File: config.mk
export PLATFORM = sky130hd
export DESIGN_NAME = fp_div_seq
export DESIGN_NICKNAME = d
export VERILOG_FILES = /design/src/rtl/fp_div_seq.sv
export SDC_FILE = /design/constraint.sdc
export NUM_CORES = 1
export LEC_CHECK = 0
export CAP_MARGIN = 20
export CORE_MARGIN = 2
export CORE_UTILIZATION = 45
export DETAILED_ROUTE_END_ITERATION = 8
export PLACE_DENSITY_LB_ADDON = 0.1
export SYNTH_ARGS = -nofsm -noshare
export SYNTH_HDL_FRONTEND = slang
export SYNTH_SLANG_ARGS = --single-unit
File: constraint.sdc
create_clock -name clk -period 3.13 [get_ports clk]
set_input_delay 0.626 -clock clk [delete_from_list [all_inputs] [get_ports clk]]
set_output_delay 0.626 -clock clk [all_outputs]
set_load 0.01 [all_outputs]
File: src/rtl/fp_div_seq.sv
// Sequential IEEE-754 single-precision divider.
// Restoring radix-2 mantissa divide, truncating, denormals flushed to zero.
module fp_div_seq #(
  parameter int XLEN = 32
) (
  input  logic            clk,
  input  logic            rst,
  input  logic            start,
  input  logic [XLEN-1:0] a,
  input  logic [XLEN-1:0] b,
  output logic            busy,
  output logic            done,
  output logic [XLEN-1:0] result,
  output logic            div_by_zero,
  output logic            overflow,
  output logic            underflow
);

  typedef enum logic [2:0] {
    IDLE, UNPACK, DIVIDE, NORM, DONE
  } state_t;

  localparam logic [31:0] QNAN = 32'h7FC0_0000;

  state_t             state_q, state_d;
  logic [XLEN-1:0]    a_q, a_d;
  logic [XLEN-1:0]    b_q, b_d;
  logic [24:0]        rem_q, rem_d;
  logic [24:0]        quo_q, quo_d;
  logic signed [9:0]  exp_q, exp_d;
  logic [4:0]         cnt_q, cnt_d;
  logic [XLEN-1:0]    res_q, res_d;
  logic               dbz_q, dbz_d;
  logic               ovf_q, ovf_d;
  logic               unf_q, unf_d;

  logic        sign;
  logic [7:0]  ea, eb;
  logic        a_zero, b_zero;
  logic        a_inf, b_inf;
  logic        a_nan, b_nan;
  logic [23:0] mb;
  logic        ge;
  logic [24:0] rem_sub;
  logic signed [9:0] bexp;
  logic [22:0] mant;

  assign sign   = a_q[31] ^ b_q[31];
  assign ea     = a_q[30:23];
  assign eb     = b_q[30:23];
  assign a_zero = (ea == 8'd0);
  assign b_zero = (eb == 8'd0);
  assign a_inf  = (ea == 8'hFF) && (a_q[22:0] == 23'd0);
  assign b_inf  = (eb == 8'hFF) && (b_q[22:0] == 23'd0);
  assign a_nan  = (ea == 8'hFF) && (a_q[22:0] != 23'd0);
  assign b_nan  = (eb == 8'hFF) && (b_q[22:0] != 23'd0);
  assign mb     = {1'b1, b_q[22:0]};

  assign ge      = rem_q >= {1'b0, mb};
  assign rem_sub = ge ? rem_q - {1'b0, mb} : rem_q;

  always_comb begin
    if (quo_q[24]) begin
      mant = quo_q[23:1];
      bexp = exp_q + 10'sd127;
    end else begin
      mant = quo_q[22:0];
      bexp = exp_q + 10'sd126;
    end
  end

  always_comb begin
    state_d = state_q;
    a_d     = a_q;
    b_d     = b_q;
    rem_d   = rem_q;
    quo_d   = quo_q;
    exp_d   = exp_q;
    cnt_d   = cnt_q;
    res_d   = res_q;
    dbz_d   = dbz_q;
    ovf_d   = ovf_q;
    unf_d   = unf_q;
    unique case (state_q)
      IDLE: begin
        if (start) begin
          a_d     = a;
          b_d     = b;
          state_d = UNPACK;
        end
      end
      UNPACK: begin
        dbz_d = 1'b0;
        ovf_d = 1'b0;
        unf_d = 1'b0;
        state_d = DONE;
        if (a_nan || b_nan) begin
          res_d = QNAN;
        end else if ((a_zero && b_zero) || (a_inf && b_inf)) begin
          res_d = QNAN;
        end else if (a_inf) begin
          res_d = {sign, 8'hFF, 23'd0};
        end else if (b_inf || a_zero) begin
          res_d = {sign, 31'd0};
        end else if (b_zero) begin
          res_d = {sign, 8'hFF, 23'd0};
          dbz_d = 1'b1;
        end else begin
          // Normal operands: leave result/flags alone until NORM.
          res_d   = res_q;
          dbz_d   = dbz_q;
          ovf_d   = ovf_q;
          unf_d   = unf_q;
          rem_d   = {1'b0, 1'b1, a_q[22:0]};
          quo_d   = 25'd0;
          exp_d   = $signed({2'b00, ea}) - $signed({2'b00, eb});
          cnt_d   = 5'd0;
          state_d = DIVIDE;
        end
      end
      DIVIDE: begin
        quo_d = {quo_q[23:0], ge};
        rem_d = rem_sub << 1;
        cnt_d = cnt_q + 5'd1;
        if (cnt_q == 5'd24) begin
          state_d = NORM;
        end
      end
      NORM: begin
        dbz_d   = 1'b0;
        ovf_d   = 1'b0;
        unf_d   = 1'b0;
        state_d = DONE;
        if (bexp >= 10'sd255) begin
          res_d = {sign, 8'hFF, 23'd0};
          ovf_d = 1'b1;
        end else if (bexp <= 10'sd0) begin
          res_d = {sign, 31'd0};
          unf_d = 1'b1;
        end else begin
          res_d = {sign, bexp[7:0], mant};
        end
      end
      DONE: begin
        state_d = IDLE;
      end
      default: begin
        state_d = IDLE;
      end
    endcase
  end

  always_ff @(posedge clk) begin
    if (rst) begin
      state_q <= IDLE;
      a_q     <= '0;
      b_q     <= '0;
      rem_q   <= '0;
      quo_q   <= '0;
      exp_q   <= '0;
      cnt_q   <= '0;
      res_q   <= '0;
      dbz_q   <= 1'b0;
      ovf_q   <= 1'b0;
      unf_q   <= 1'b0;
    end else begin
      state_q <= state_d;
      a_q     <= a_d;
      b_q     <= b_d;
      rem_q   <= rem_d;
      quo_q   <= quo_d;
      exp_q   <= exp_d;
      cnt_q   <= cnt_d;
      res_q   <= res_d;
      dbz_q   <= dbz_d;
      ovf_q   <= ovf_d;
      unf_q   <= unf_d;
    end
  end

  assign busy        = (state_q != IDLE);
  assign done        = (state_q == DONE);
  assign result      = res_q;
  assign div_by_zero = dbz_q;
  assign overflow    = ovf_q;
  assign underflow   = unf_q;

endmodule

# == Word level (Yosys, flattened, before mapping) ==
# Index checks and enable logic that the tools add are counted.
# W data, S select, Z words.
# op_classes
muxes,53
eq_ne,15
n_lt_le_gt_ge,3
reduce_logical,24
n_addsub,5
bitwise_logic,6
# ops
op,n
$mux W25,10
$mux W32,5
$pmux W25 S2,2
$pmux W32 S2,1
$mux W31,2
$logic_not A23 Y1,2
$reduce_bool A23 Y1,2
$ge A25 B24 Y1,1
$mux W5,5
$mux W24,1
$sub A24 B24 Y24,1
$mux W23,1
$mux W3,7
$add A10 B8 Y10 const B,2
$eq A8 B8 Y1 const B,2
$logic_not A8 Y1,2
$ne A2 B2 Y1 const B,7
$mux W1,13
$pmux W3 S4,1
$reduce_and A6 Y1,2
$ge A10 B9 Y1 const B,1
$le A10 B1 Y1 const B,1
$mux W10,1
$pmux W5 S2,1
other kinds (16),33
# totals
inputBits,67
output_inout_bits,37
regBits,167

# == Depth between registers and ports, before layout ==
# Gate-level depths: netlist of run 1.
# logic_depth
ltp_word,8
ltp_mapped,12

# == Worst setup path after synthesis of run 1 ==
# No wires, ideal clock.
# synth_timing
kind,register to register
startpoint,register b_q[7]
endpoint,register rem_q[21]
t_required_ns,3.070
setup_slack_ns,0.430
arrival_ns,2.640
period_less_slack_ns,2.700
stages_incl_launch_ff,11
cell_sequence,dfxtp_1 -> inv_1 -> ha_1 -> a211o_1 -> a21oi_2 -> or4b_4 -> a21oi_2 -> o31ai_2 -> or4b_1 -> nand3_1 -> a311o_1
# synth_via
elab_chain_cells,6
word_cells_on_any_way,16
classes_between,add/sub (1); order compare (1); eq/ne (3); mux (2); reduce/logical (9)
# synth_rtl
item,line,rtl
"start, declared",27,"logic [XLEN-1:0] b_q, b_d;"
"start signal, assigned",157,b_q <= '0;
"start signal, assigned",169,b_q <= b_d;
"parallel branches: the longest is 6 deep, another holds $sub A24 B24 Y24",--,
"end signal, assigned",170,rem_q <= rem_d;
"end, declared",28,"logic [24:0] rem_q, rem_d;"
# Several ways; the timed one is not identified.
# A chain may end at the register's enable or synchronous reset.

# == Worst setup path after layout of run 1 ==
# layout_timing
startpoint,register b_q[13]
endpoint,register rem_q[6]
# layout_via
elab_chain_cells,6
word_cells_on_any_way,15
classes_between,order compare (1); eq/ne (3); mux (2); reduce/logical (9)
# layout_rtl
item
"parallel branches: the longest is 6 deep, another holds $ge A25 B24 Y1"
# Several ways; the timed one is not identified.

==> results of run 1 <==
[worst min-delay path by stage]
stage / end / slack, ns / depth (start not counted)
after global routing: result[21]$_SDFFE_PP0P_ / 0.48 / 2
after detailed placement: result[4]$_SDFFE_PP0P_ / 0.44 / 2
after CTS: result[4]$_SDFFE_PP0P_ / 0.45 / 2
after global placement: result[2]$_SDFFE_PP0P_ / 0.44 / 2
final: result[4]$_SDFFE_PP0P_ / 0.45 / 2
after floorplan: quo_q[24]$_SDFFE_PP0P_ / 0.44 / 2
[metal layers]
metal | GRT usage | share of wire | routed length (um) | vias to the layer above
li1 | - | - | - | 3971
met1 | 0.311 | 0.47 | 10500 | 3584
met2 | 0.381 | 0.47 | 10400 | 202
met3 | 0.0412 | 0.046 | 1010 | 28
met4 | 0.0600 | 0.014 | 320 | 0
met5 | 0 | 0 | 0 | -
[sequential cells by signal, indices dropped and copies added, names as in the netlist]
| register | count |
|---|---|
| underflow | 1 |
| div_by_zero | 1 |
| quo_q | 25 |
| exp_q | 9 |
| cnt_q | 5 |
| overflow | 1 |
| result | 32 |
| rem_q | 25 |
| state_q | 3 |
| a_q | 32 |
| b_q | 32 |
[tightest hold or removal path, stage by stage (launching register included)]
cell	delay, ns
dfxtp_1	0.31
nand2_1	0.05
o21ai_1	0.05
[power breakdown]
part | total (mW) | switching (mW) | internal, mW
Combinational | 1.21 | 0.688 | 0.521
Clock | 2.14 | 1.04 | 1.09
Sequential | 2.32 | 0.104 | 2.22
Total | 5.67 | 1.84 | 3.83
[logic make-up (layout without fill, tap and decap cells)]
logic type / count (synthesis) / after routing
XOR/XNOR: 26 / 26
AO/OA/AOI/OAI: 285 / 285
multiplexers: 35 / 35
AND/OR/NAND/NOR: 416 / 416
flip-flops: 166 / 166
buffers and inverters: 115 / 209
adder cells (fa/ha/maj): 38 / 38
[stage by stage]
| stage | worst slack [ns] | hold WS, ns | util |
|---|---|---|---|
| global placement | 0.266 | 0.436 | 0.525 |
| finish | 0.196 | 0.450 | 0.559 |
| CTS | 0.170 | 0.454 | 0.558 |
| detailed placement | 0.203 | 0.443 | 0.525 |
| floorplan | 0.430 | 0.442 | - |
| global route | 0.0116 | 0.478 | 0.559 |
[cell usage in the layout, fill, tap and decap left out, drive strengths merged, types with 5 or more instances in the layout]
cell / count
a31oi: 5
nand3: 37
a22oi: 22
xnor2: 16
and2: 5
nor3: 19
xor2: 10
a21boi: 5
o221a: 7
nor2b: 12
clkdlybuf4s50: 102
nor4: 19
clkbuf: 17
o22ai: 10
clkinv: 7
a21o: 11
nand4: 19
dfxtp: 166
nand2b: 7
a21oi: 140
nor2: 51
and3: 7
buf: 21
mux2: 5
nand2: 216
or3: 7
inv: 62
ha: 36
mux2i: 30
o21ai: 44
o211ai: 6
[timing repair]
action,4_1_cts,5_1_grt
endpoints found under the setup margin,0,8
endpoints found under the hold margin,0,0
buffers inserted,0,1
resized for setup,0,2
[final cells by class]
type | instances | area [sq um]
clock buffers | 17 | 425
well taps | 234 | 293
multi-input cells | 800 | 4730
repair buffers | 123 | 1220
fillers | 1803 | 8200
flip-flops and latches | 166 | 3320
inverters | 54 | 203
clock inverters | 15 | 189
==> flow_summary.yaml, run 1 <==
status:
  status: "finished, final reports clean"
synthesis:
  yosysSeqAreaShare: 0.391
  synth_area_leaders: "dfxtp_1 (39%), nand2_1 (9.6%), a21oi_1 (8.1%)"
  synth_top_cells_by_count: "nand2_1 (216), dfxtp_1 (166), a21oi_1 (138)"
  syn_area_sq_mm: 0.00849
  synth_compound_area_frac: 0.204
  synth_flop_cell: "dfxtp_1"
  synth-xor-area-share: 0.0268
  synthAdderAreaFrac: 0.0578
  synth_edf_count: 0
  synth_area_per_cell_sq_um: 7.85
  synthDistinctLibCells: 65
  synth_seq_cells: 166
  synth_top_cell_area_share: 0.391
  yosys_warnings: 0
  synthMuxAreaShare: 0.0420
  synth-simple-area-share: 0.225
  synth_top_family_by_area: "simple AND/OR/NAND/NOR gates"
  synth_nets: 1186
  netlist_instances: 1081
  yosysMostFrequentCell: "nand2_1"
  yosysTopAreaCell: "dfxtp_1"
  synthArstFlopShare: 0
critical_path:
  path_delay_family: "simple AND/OR/NAND/NOR gates"
  required_ns: 3.41
  setup.worst_path.start: "b_q[13]$_SDFFE_PP0P_"
  crit_end: "rem_q[6]$_SDFFE_PP0P_"
  crit_cells: 11
  critPathLaunchType: "flip-flop"
  endpoint_kind: "flip-flop"
  reg2regPathDepth: 11
  worstReg2RegStart: "b_q[13]$_SDFFE_PP0P_"
  reg2reg_slack_ns: 0.20
  arrival_ns: 3.22
  path_cells: "inv_1 > ha_1 > nand4_1 > or4_1 > o31ai_1 > a41oi_1 > nand3_2 > buf_12 > mux2_2 > nand2_1 > a21oi_1"
  crit_fanout: 19
  r2r_end: "rem_q[6]$_SDFFE_PP0P_"
  critPathSlowestCell: "or4_1"
  cp_slowest_stage_delay_ns: 0.54
  worst-setup-path-type: "flip-flop to flip-flop"
  crit_buf_inv: 2
sta:
  fin_worst_skew_ns: 0.0166
  relSlewSlack: 0.533
  slew_violations: 0
  setup-violations-final: 0
  rsz0062_at_grt: "yes"
  min_period_ns: 2.93
  max_freq_mhz: 341
  finalSetupTns_ns: 0
  hold_violations: 0
  timing.final.crit_share: 0.937
  tightest_slew_ns: 0.700
place:
  port_buffers: 103
  placed_cells: 1375
  gp_congestion: 0.906
  post_dp_cell_area_sq_mm: 0.00975
  place_hpwl_mm: 16.1
routing:
  drc_errors: 0
  firstDrtPassIters: 6
  drt-initial-drc-count: 467
  wirelength_mm: 22.3
  ant_nets: 0
  vias: 7785
  viasPerCell: 5.53
  routedWlPerCell_um: 15.8
floorplanning:
  die_h_um: 141
  row_count: 50
  start_util: 0.457
  die_area_sq_mm: 0.0200
  dieWidth_um: 141
  io_pins: 104
  core_sq_mm: 0.0186
clocking:
  path_clk_slew_ns: 0.08
  numClockSinks: 166
  tritoncts: "built"
  ctsHtreeMaxLevel: 4
  cts_buffers: 17
  cts.path.max_buffers: 2
  root_buffer: "clkbuf_16"
  clk_latency_ns: 0.44
  postCtsHoldBufs: 0
grt:
  antenna_found_initial: 0
  grt.total_usage: 0.230
  grt_pass1_wl_mm: 37.2
  grt_max_degree: 66
  grt-ovfl-total: 0
  first_global_vias: 7408
final_layout:
  finalInstanceArea_sq_mm: 0.0104
  drive_gt1_frac: 0.0664
  num_antenna_cells: 0
  stdcell_count: 1409
  nNetsFinal: 1267
  area_delta_synth_final_pct: 22.3
pwr:
  power_density_mw_per_mm2: 546
  total_power_mw: 5.67
  p_leak_nw: 3.81
  ir_drop_v: 0.000372
min_path:
  hold_path.class: "flip-flop to flip-flop"
  min_from: "result[4]$_SDFFE_PP0P_"
run:
  drv_cap: 0
Power figures use the tool's default switching activity.
==> run 2: changes to the inputs <==
--- a/config.mk
+++ b/config.mk
@@ -9,6 +9,7 @@
 export CORE_MARGIN = 2
 export CORE_UTILIZATION = 45
 export DETAILED_ROUTE_END_ITERATION = 8
+export DONT_BUFFER_PORTS = 1
 export PLACE_DENSITY_LB_ADDON = 0.1
 export SYNTH_ARGS = -nofsm -noshare
 export SYNTH_HDL_FRONTEND = slang
==> run 2 against run 1 <==
  * Count of clock-buffer cells in the layout increased by 2
  * Register-to-register slack improved by 0.02 ns
  * Wire length decreased by 4.7%
==> flow_summary.yaml, run 2 (synthesized netlist as in run 1, its figures left out) <==
grt:
  grt.total_usage: 0.219
  antenna_found_initial: 0
  grt_max_degree: 142
  grt_pass1_wl_mm: 35.2
  grt-ovfl-total: 0
  first_global_vias: 6687
routing:
  viasPerCell: 5.52
  drc_errors: 0
  vias: 7177
  routedWlPerCell_um: 16.3
  wirelength_mm: 21.2
  drt-initial-drc-count: 533
  firstDrtPassIters: 4
  ant_nets: 0
sta:
  timing.final.crit_share: 0.932
  fin_worst_skew_ns: 0.00868
  rsz0062_at_grt: "no"
  slew_violations: 0
  min_period_ns: 2.92
  relSlewSlack: 0.562
  tightest_slew_ns: 0.655
  finalSetupTns_ns: 0
  hold_slack_ns: 0.281
  setup-violations-final: 0
  max_freq_mhz: 343
  hold_violations: 0
critical_path:
  reg2regPathDepth: 11
  endpoint_kind: "flip-flop"
  crit_fanout: 3
  arrival_ns: 3.23
  worst-setup-path-type: "flip-flop to flip-flop"
  required_ns: 3.45
  critPathLaunchType: "flip-flop"
final_layout:
  final_common_cell: "nand2_1"
  fill_cells: 1882
  drive_gt1_frac: 0.0665
  nNetsFinal: 1159
  num_antenna_cells: 0
  area_delta_synth_final_pct: 9.17
  multiInputGateArea_sq_mm: 0.00473
  stdcell_count: 1301
  ff_latch_area_sq_mm: 0.00332
  final_cell_mix: "nand2_1 (216), dfxtp_1 (166), a21oi_1 (138)"
clocking:
  cts_buffers: 17
  postCtsSetupRepairBufs: 0
  ctsHtreeMaxLevel: 4
  post_cts_resized: 0
  clk_latency_ns: 0.43
  numClockSinks: 166
  root_buffer: "clkbuf_16"
  tritoncts: "built"
  path_clk_slew_ns: 0.07
  cts.path.max_buffers: 2
  postCtsHoldBufs: 0
place:
  port_buffers: 0
  gp_congestion: 0.921
  place_hpwl_mm: 15.3
  placed_cells: 1269
run:
  drv_cap: 0
floorplanning:
  dieWidth_um: 141
  row_count: 50
  start_util: 0.457
  io_pins: 104
  core_sq_mm: 0.0186
  die_area_sq_mm: 0.0200
  die_h_um: 141
status:
  status: "finished, final reports clean"
pwr:
  p_leak_nw: 3.38
  ir_drop_v: 0.000416
  power_density_mw_per_mm2: 588
  total_power_mw: 5.45
min_path:
  min_path_cells: 1
  hold_path.class: "input pin to flip-flop"
==> run 2: cell types whose count changed in the layout (fill, tap and decap cells not counted), sizes merged <==
cell	delta
buf	-6
bufinv	+1
clkbuf	+2
clkdlybuf4s50	-102
clkinv	-5
clkinvlp	+3
inv	-1
==> run 2: routing by layer <==
metal,part of all wire,GRT usage,vias up
met3,0.035,0.0358,20
met1,0.49,0.303,3278
li1,-,-,3749
met2,0.46,0.356,130
met5,0,0,-
met4,0.013,0.0600,0
==> run 2: cell type report <==
type                       instances  share of cell area
multi-input combinational        800               0.510
sequential                       166               0.359
clock buffer                      19              0.0489
tap                              234              0.0316
inverter                          54              0.0219
timing repair buffer              15              0.0149
clock inverter                    13              0.0143
==> run 2: through the flow <==
stage           util  worst slack (ns)  instance area, sq um
5_1_grt        0.499           0.00459                  9270
3_3_place_gp   0.467             0.289                  8680
6_report       0.499             0.212                  9270
2_1_floorplan      -             0.430                  8490
4_1_cts        0.499             0.220                  9270
3_5_place_dp   0.467             0.236                  8680
==> run 2: where the power goes <==
group	internal [mW]	switching [mW]	total [mW]
combinational	0.411	0.620	1.03
clock	1.16	0.926	2.09
sequential	2.22	0.115	2.33
==> run 2: final timing paths <==
path                              start                endpoint  slack [ns]
hold reg to reg   exp_q[3]$_SDFFE_PP0P_   exp_q[3]$_SDFFE_PP0P_        0.47
setup reg to reg  rem_q[0]$_SDFFE_PP0P_  rem_q[23]$_SDFFE_PP0P_        0.21
setup / recovery  rem_q[0]$_SDFFE_PP0P_  rem_q[23]$_SDFFE_PP0P_        0.21
hold / removal                      rst   overflow$_SDFFE_PP0P_        0.28
==> run 2: critical path, cell delays in order (launching register included) <==
cell and delay (ns):
dfxtp_1 0.35, inv_1 0.05, ha_1 0.20, fa_1 0.38
nor2b_1 0.20, o2111a_1 0.23, or4b_4 0.14, a21oi_2 0.07
or4b_2 0.67, a31oi_1 0.23, mux2i_1 0.23, nor2_1 0.06
==> run 3: changes to the inputs <==
--- a/config.mk
+++ b/config.mk
@@ -7,7 +7,7 @@
 export LEC_CHECK = 0
 export CAP_MARGIN = 20
 export CORE_MARGIN = 2
-export CORE_UTILIZATION = 45
+export CORE_UTILIZATION = 60
 export DETAILED_ROUTE_END_ITERATION = 8
 export DONT_BUFFER_PORTS = 1
 export PLACE_DENSITY_LB_ADDON = 0.1
==> run 3 against run 2 <==
  * Wire length shrank 2.1%
  * Register-to-register slack is essentially flat
  * Global-route usage grew 6.3 points
  * Fmax shrank 0.20%
  * Critical path depth shrank 1
  * Clock skew grew 0.00074 ns
  * Cell count shrank 4.3%
  * Total power shrank 1.6%
  * Count of clock-buffer cells in the layout shrank 1
  * Die area shrank 24%
  * Non-clock buffer count shrank 1
  * First-iteration DRC count grew 20%
==> flow_summary.yaml, run 3 (synthesized netlist as in run 1, its figures left out) <==
final_layout:
  final_common_cell: "nand2_1"
  nNetsFinal: 1158
  num_antenna_cells: 0
  finalInstanceArea_sq_mm: 0.00916
  area_delta_synth_final_pct: 7.94
  final_cell_mix: "nand2_1 (216), dfxtp_1 (166), a21oi_1 (138)"
  fill_cells: 1241
  stdcell_count: 1245
  drive_gt1_frac: 0.0657
floorplanning:
  core_sq_mm: 0.0138
  dieWidth_um: 123
  die_h_um: 123
  row_count: 43
  io_pins: 104
  die_area_sq_mm: 0.0151
  start_util: 0.614
critical_path:
  critPathSlowestCell: "or4b_4"
  cp_slowest_stage_delay_ns: 0.52
  required_ns: 3.51
  worst-setup-path-type: "flip-flop to flip-flop"
  path_delay_family: "simple AND/OR/NAND/NOR gates"
  critPathLaunchType: "flip-flop"
  crit_buf_inv: 1
  arrival_ns: 3.30
  endpoint_kind: "flip-flop"
  crit_fanout: 6
  path_cells: "inv_1 > ha_1 > a211o_1 > a21oi_2 > or4b_4 > a21oi_4 > o31ai_2 > or4b_1 > nand3_1 > a311o_1"
grt:
  grt_use_met1: 0.391
  grt.total_usage: 0.282
  antenna_found_initial: 0
  grt_busiest_layer: "met2"
  grtUsageMet2: 0.438
  grt-ovfl-total: 0
  grt_pass1_wl_mm: 33.4
  use_met3: 0.0517
  first_global_vias: 6625
  grt_max_degree: 142
clocking:
  numClockSinks: 166
  cts_buffers: 17
  postCtsHoldBufs: 0
  cts.path.max_buffers: 2
  ctsHtreeMaxLevel: 4
  tritoncts: "built"
  path_clk_slew_ns: 0.07
  root_buffer: "clkbuf_16"
  clk_latency_ns: 0.43
routing:
  firstDrtPassIters: 5
  drt-initial-drc-count: 637
  ant_nets: 0
  drc_errors: 0
  viasPerCell: 5.92
  routedWlPerCell_um: 16.7
  wirelength_mm: 20.8
  vias: 7376
sta:
  tightest_slew_ns: 1.03
  hold_slack_ns: 0.272
  max_freq_mhz: 342
  fin_worst_skew_ns: 0.00943
  setup-violations-final: 0
  timing.final.crit_share: 0.934
  relSlewSlack: 0.314
  slew_violations: 0
  hold_violations: 0
  rsz0062_at_grt: "yes"
  min_period_ns: 2.92
place:
  post_dp_cell_area_sq_mm: 0.00859
  placed_cells: 1214
  port_buffers: 0
  gp_congestion: 0.933
  place_hpwl_mm: 14.7
pwr:
  power_density_mw_per_mm2: 585
  p_leak_nw: 3.36
  ir_drop_v: 0.000411
status:
  status: "finished, final reports clean"
min_path:
  hold_path.class: "input pin to flip-flop"
run:
  drv_cap: 0
run 3: what timing repair did:
action                     4_1_cts  5_1_grt
resized for setup                0        3
buffers inserted                 0        0
setup endpoints to repair        0        9
run 3: worst paths after layout:
| path | from | to | slack [ns] | cells past startpoint |
|---|---|---|---|---|
| worst min register to register | b_q[31]$_SDFFE_PP0P_ | b_q[31]$_SDFFE_PP0P_ | 0.47 | 2 |
| worst max-delay path | b_q[7]$_SDFFE_PP0P_ | rem_q[21]$_SDFFE_PP0P_ | 0.21 | 10 |
| worst min-delay path | rst | underflow$_SDFFE_PP0P_ | 0.27 | 1 |
| worst max register to register | b_q[7]$_SDFFE_PP0P_ | rem_q[21]$_SDFFE_PP0P_ | 0.21 | 10 |
run 3: worst register-to-register path: stages (launching register included):
cell and delay, ns:
dfxtp_1 0.36, inv_1 0.06, ha_1 0.37, a211o_1 0.33
a21oi_2 0.15, or4b_4 0.52, a21oi_4 0.20, o31ai_2 0.13
or4b_1 0.51, nand3_1 0.10, a311o_1 0.15
run 3: final cells by class:
| type | count | area (sq um) | area share |
|---|---|---|---|
| multi-input cells | 800 | 4740 | 0.517 |
| flip-flops and latches | 166 | 3320 | 0.363 |
| clock buffers | 18 | 439 | 0.0479 |
| well taps | 180 | 225 | 0.0246 |
| inverters | 54 | 203 | 0.0221 |
| repair buffers | 14 | 118 | 0.0128 |
| clock inverters | 13 | 114 | 0.0124 |
run 3: stage by stage:
step	total power, mW	setup WS [ns]	util	TNS [ns]
floorplan	3.17	0.430	-	0
global placement	3.40	0.264	0.622	0
detailed placement	3.40	0.183	0.622	0
CTS	5.37	0.169	0.662	0
global route	5.61	-0.0162	0.663	-0.0162
finish	5.36	0.206	0.663	0
run 3: metal layers:
layer | vias up | routed length (um)
met5 | - | 0
met4 | 0 | 455
met3 | 25 | 1090
met2 | 199 | 9350
met1 | 3404 | 9860
li1 | 3748 | -
run 3: report_power, final:
part	total (mW)	internal [mW]	switching [mW]
Sequential	2.33	2.22	0.113
Combinational	1.05	0.408	0.637
Clock	1.99	1.06	0.927
Total	5.36	3.69	1.68
